`src/rtl/inst_queue_if.sv`:
```
// inst_queue_if: fetch-side push and issue-side pop/head signals of the instruction queue
interface inst_queue_if #(parameter int ADDR_W = 4);
  logic              in_valid;
  logic [31:0]       in_inst;
  logic [31:0]       in_pc;
  logic              in_pred_jump;
  logic              full;
  logic              out_valid;
  logic [31:0]       out_inst;
  logic [31:0]       out_pc;
  logic              out_pred_jump;
  logic              issue_en;
  logic [ADDR_W:0]   count;
  modport master (
    output in_valid, in_inst, in_pc, in_pred_jump, issue_en,
    input  full, out_valid, out_inst, out_pc, out_pred_jump, count
  );
  modport slave (
    input  in_valid, in_inst, in_pc, in_pred_jump, issue_en,
    output full, out_valid, out_inst, out_pc, out_pred_jump, count
  );
endinterface

```
`src/rtl/inst_queue.sv`:
```
// inst_queue: first-word-fall-through FIFO of {inst, pc, pred} between fetch and issue
module inst_queue #(
  parameter int DEPTH  = 16,
  parameter int ADDR_W = 4
) (
  input  logic clk,
  input  logic rst,
  input  logic rdy,
  input  logic clr,
  inst_queue_if.slave q
);
  logic [31:0]     inst_mem [DEPTH];
  logic [31:0]     pc_mem   [DEPTH];
  logic            pred_mem [DEPTH];
  logic [ADDR_W-1:0] head, tail;
  logic [ADDR_W:0]   cnt;
  logic push, pop;
  assign q.full          = cnt == (ADDR_W+1)'(DEPTH);
  assign q.out_valid     = cnt != '0;
  assign q.out_inst      = inst_mem[head];
  assign q.out_pc        = pc_mem[head];
  assign q.out_pred_jump = pred_mem[head];
  assign q.count         = cnt;
  assign push = q.in_valid && !q.full;
  assign pop  = q.issue_en && q.out_valid;
  // pointers and occupancy: hold on !rdy, flush on clr, else advance on push/pop
  always_ff @(posedge clk or negedge rst) begin
    if (!rst) begin
      head <= '0;
      tail <= '0;
      cnt  <= '0;
    end else if (rdy) begin
      if (clr) begin
        head <= '0;
        tail <= '0;
        cnt  <= '0;
      end else begin
        if (push) tail <= tail + ADDR_W'(1);
        if (pop) head <= head + ADDR_W'(1);
        cnt <= cnt + (ADDR_W+1)'(push) - (ADDR_W+1)'(pop);
      end
    end
  end
  // entry storage is unreset; a slot is only read once cnt says it was written
  always_ff @(posedge clk) begin
    if (rdy && !clr && push) begin
      inst_mem[tail] <= q.in_inst;
      pc_mem[tail]   <= q.in_pc;
      pred_mem[tail] <= q.in_pred_jump;
    end
  end
endmodule

```
`src/flat_wrapper.sv`:
```
// flat-port wrapper written by rule: the top's interface ports become plain ports
module inst_queue_flat 
#(
  parameter int DEPTH  = 16,
  parameter int ADDR_W = 4
)
  (clk, rst, rdy, clr, q_in_valid, q_in_inst, q_in_pc, q_in_pred_jump, q_issue_en, q_full, q_out_valid, q_out_inst, q_out_pc, q_out_pred_jump, q_count);
  inst_queue_if #(.ADDR_W(ADDR_W)) q_i ();
  input  logic clk;
  input  logic rst;
  input  logic rdy;
  input  logic clr;
  input wire logic [$bits(q_i.in_valid)-1:0] q_in_valid;
  input wire logic [$bits(q_i.in_inst)-1:0] q_in_inst;
  input wire logic [$bits(q_i.in_pc)-1:0] q_in_pc;
  input wire logic [$bits(q_i.in_pred_jump)-1:0] q_in_pred_jump;
  input wire logic [$bits(q_i.issue_en)-1:0] q_issue_en;
  output wire logic [$bits(q_i.full)-1:0] q_full;
  output wire logic [$bits(q_i.out_valid)-1:0] q_out_valid;
  output wire logic [$bits(q_i.out_inst)-1:0] q_out_inst;
  output wire logic [$bits(q_i.out_pc)-1:0] q_out_pc;
  output wire logic [$bits(q_i.out_pred_jump)-1:0] q_out_pred_jump;
  output wire logic [$bits(q_i.count)-1:0] q_count;
  assign q_i.in_valid = q_in_valid;
  assign q_i.in_inst = q_in_inst;
  assign q_i.in_pc = q_in_pc;
  assign q_i.in_pred_jump = q_in_pred_jump;
  assign q_i.issue_en = q_issue_en;
  assign q_full = q_i.full;
  assign q_out_valid = q_i.out_valid;
  assign q_out_inst = q_i.out_inst;
  assign q_out_pc = q_i.out_pc;
  assign q_out_pred_jump = q_i.out_pred_jump;
  assign q_count = q_i.count;
  inst_queue #(.DEPTH(DEPTH), .ADDR_W(ADDR_W)) u_core (.clk(clk), .rst(rst), .rdy(rdy), .clr(clr), .q(q_i));
endmodule
```
`config.mk`:
```
export PLATFORM = sky130hd
export DESIGN_NAME = inst_queue_flat
export DESIGN_NICKNAME = d
export VERILOG_FILES = /design/src/rtl/inst_queue_if.sv /design/src/rtl/inst_queue.sv /design/src/flat_wrapper.sv
export SDC_FILE = /design/constraint.sdc
export NUM_CORES = 1
export LEC_CHECK = 0
export CAP_MARGIN = 25
export CORE_ASPECT_RATIO = 2
export CORE_MARGIN = 2
export CORE_UTILIZATION = 50
export DETAILED_ROUTE_END_ITERATION = 10
export DONT_BUFFER_PORTS = 1
export PLACE_DENSITY_LB_ADDON = 0.08
export SLEW_MARGIN = 20
export SYNTH_ARGS = -nofsm -noshare
export SYNTH_HDL_FRONTEND = slang
export SYNTH_SLANG_ARGS = --single-unit
```
`constraint.sdc`:
```
create_clock -name clk -period 4.2 [get_ports clk]
set_input_delay 0.84 -clock clk [delete_from_list [all_inputs] [get_ports clk]]
set_output_delay 0.84 -clock clk [all_outputs]
set_load 0.01 [all_outputs]
```
==> results.cfg <==
[clock_network]
cts-root-buf = clkbuf_16
clkSinkCount = 1053
cts_tree = yes
clk_path_buf_depth = 3
clock_latency_ns = 0.68
post_cts_resize_count = 0
clk_pin_slew_ns = 0.07
numCtsBuffers = 91
htreeDepth = 3

[synth]
yosysWarnings = 0
synth_edf_count = 1040
synthCells = 1706
yosysSeqAreaShare_pct = 79.2
ys_ff_latch = 1053
syn_area_mm2 = 0.0399
synth_area_per_cell_um2 = 23.4
synthArstFlopShare_pct = 1.23
yosysUniqueCellTypes = 42
syn_nets = 1789
synth_flop_cell = edfxtp_1

[global_routing]
grt_pass1_vias = 19500
grt.total_usage_pct = 23.0
grt_overflow = 0
grt_pass1_wl_mm = 134
grt_max_degree = 66
grt_antenna_before_repair = 0

[critical_path]
worstReg2RegEnd = u_core.pc_mem[1][30]$_DFFE_PP_
r2r_cells = 7
endpoint_kind = output port
path_class = register to output port
reg2reg_setup_slack_ns = 0.88
critPathMaxFanout = 48
cp.required_ns = 3.36
start_kind = register
cp.arrival_ns = 3.06
worstReg2RegStart = u_core.q.count[3]$_DFFE_PN0P_

[min_path]
min_path_cells = 0
hold_end = u_core.pc_mem[13][25]$_DFFE_PP_
worst_hold_path_type = primary input to register
hold_path.startpoint = q_in_pc[25]

[timing]
rsz0062_at_grt = no
setup_tns_ns = 0
fin_skew_ns = 0.0290
fin_crit_ns = 3.90
fin_crit_sh_pct = 92.9
finalSetupViolCount = 0
hold_violations = 0
report.final.slew_viol_count = 0
worst_slew_pin_slew_ns = 0.857
slew_headroom_pct = 42.9
fmax_ghz = 0.256

[pwr]
max-vdd-ir-drop_mv = 0.434
power.density_mw_per_mm2 = 532
power_leakage_nw = 13.5
power_mw = 23.6

[place]
dpl_cell_area_mm2 = 0.0415
port_buffers = 0
place_congestion = 0.739
hpwl_mm = 49.1

[layout]
final_util_pct = 56.0
layout_commonest_cell = edfxtp_1
register_area_mm2 = 0.0316
drive_above_1_share_pct = 25.5
design_area_mm2 = 0.0443
layout_common_cells = 1040 x edfxtp_1, 260 x mux4_2, 130 x a22oi_1, 92 x clkbuf_16, 71 x nand2_1
antenna_cells = 0
area_growth_pct = 11.1
multi_input_area_mm2 = 0.00785
finalNetCount = 1844
final.fill_count = 5801

[run]
max_cap_violations = 0

[die]
dieWidth_um = 204
coreArea_mm2 = 0.0791
num_rows = 146
ios = 143
chipHeight_um = 403
start_util_pct = 50.4
die_area_mm2 = 0.0821

[outcome]
status = finished clean

[routing]
drtIter0Drc = 1419
vias_per_cell = 6.19
wirelength_mm = 91.8
vias = 17700
wl_per_cell_um = 32.0
ant_nets = 0
drt_first_pass_iters = 7
drc = 0
-- through the flow --
stage,hold slack [ns],instances,setup WS [ns]
2_1_floorplan,0.529,1706,-0.315
3_3_place_gp,0.545,2703,0.879
3_5_place_dp,0.545,2703,0.854
4_1_cts,0.204,2869,0.242
5_1_grt,0.217,2869,0.169
6_report,0.251,2869,0.298
-- cell usage after synthesis (all sizes together) (2+ instances only) --
cell type	count	area, µm²
ha	11	138
edfxtp	1040	31200
nand2b	4	25.0
nand2	71	267
and3	3	18.8
nand4	2	12.5
nor2b	7	43.8
or4b	2	20.0
a22oi	130	976
dfrtp	13	325
clkbuf	38	143
buf	53	360
nor2	13	48.8
nand3b	4	30.0
and2	10	62.6
inv	12	45.0
a21o	2	15.0
nand3	3	15.0
mux4	260	5860
a21oi	2	10.0
o22ai	3	18.8
a32o	2	20.0
o21ai	6	30.0
-- how the worst max path moves through the flow --
stage | start | end | slack, ns
finish | u_core.head[1]$_DFFE_PN0P_ | q_out_inst[23] | 0.30
global route | u_core.head[0]$_DFFE_PN0P_ | q_out_pc[3] | 0.17
CTS | u_core.head[1]$_DFFE_PN0P_ | q_out_inst[23] | 0.24
detailed placement | rdy | u_core.pc_mem[0][20]$_DFFE_PP_ | 0.85
global placement | rdy | u_core.pred_mem[1]$_DFFE_PP_ | 0.88
floorplan | rdy | u_core.inst_mem[10][0]$_DFFE_PP_ | -0.32
-- where the power goes --
group          internal, mW  switching [mW]  total, mW
logic                  1.73            1.88       3.61
registers              11.7           0.162       11.9
clock network          4.34            3.72       8.06
total                  17.8            5.77       23.6
-- sequential cells by signal (all words and copies together), names as in the netlist --
| signal | flops |
|---|---|
| u_core.inst_mem | 512 |
| u_core.q.count | 5 |
| u_core.head | 4 |
| u_core.pred_mem | 16 |
| u_core.pc_mem | 512 |
| u_core.tail | 4 |
-- critical path, cell delays in order, from the launching register on --
cell and delay (ns):
dfrtp_4 0.97, buf_4 0.52, mux4_2 0.39, a22oi_1 0.28
nand2_1 0.19
-- area by class of cell --
class	instances	share of cell area, %
Clock buffer	107	5.33
Sequential cell	1053	71.3
Clock inverter	58	1.01
Tap cell	1036	2.93
Inverter	12	0.102
Timing Repair Buffer	53	1.64
Multi-Input combinational cell	550	17.7
-- cell families after synthesis --
family,after synthesis,synth area share (%)
flip-flops,1053,79.2
multiplexers,262,14.7
AO/OA/AOI/OAI,151,2.82
AND/OR/NAND/NOR,124,1.46
buffers and inverters,103,1.38
adder cells (fa/ha/maj),12,0.396
XOR/XNOR,1,0.0220
-- per-layer routing --
| metal | wire, µm | share of wire, % | track usage, % | vias up |
|---|---|---|---|---|
| met2 | 49700 | 54 | 41.0 | 446 |
| met4 | 1780 | 1.9 | 5.97 | 0 |
| met5 | 0 | 0 | 0 | - |
| met3 | 5570 | 6.1 | 5.26 | 114 |
| met1 | 34700 | 38 | 28.1 | 9781 |
| li1 | - | - | - | 7405 |
-- what timing repair did --
action,4_1_cts,5_1_grt
hold buffers,1,0
buffers inserted,0,0
setup endpoints to repair,0,0
hold endpoints to repair,13,0
(Power assumes the default switching activity.)
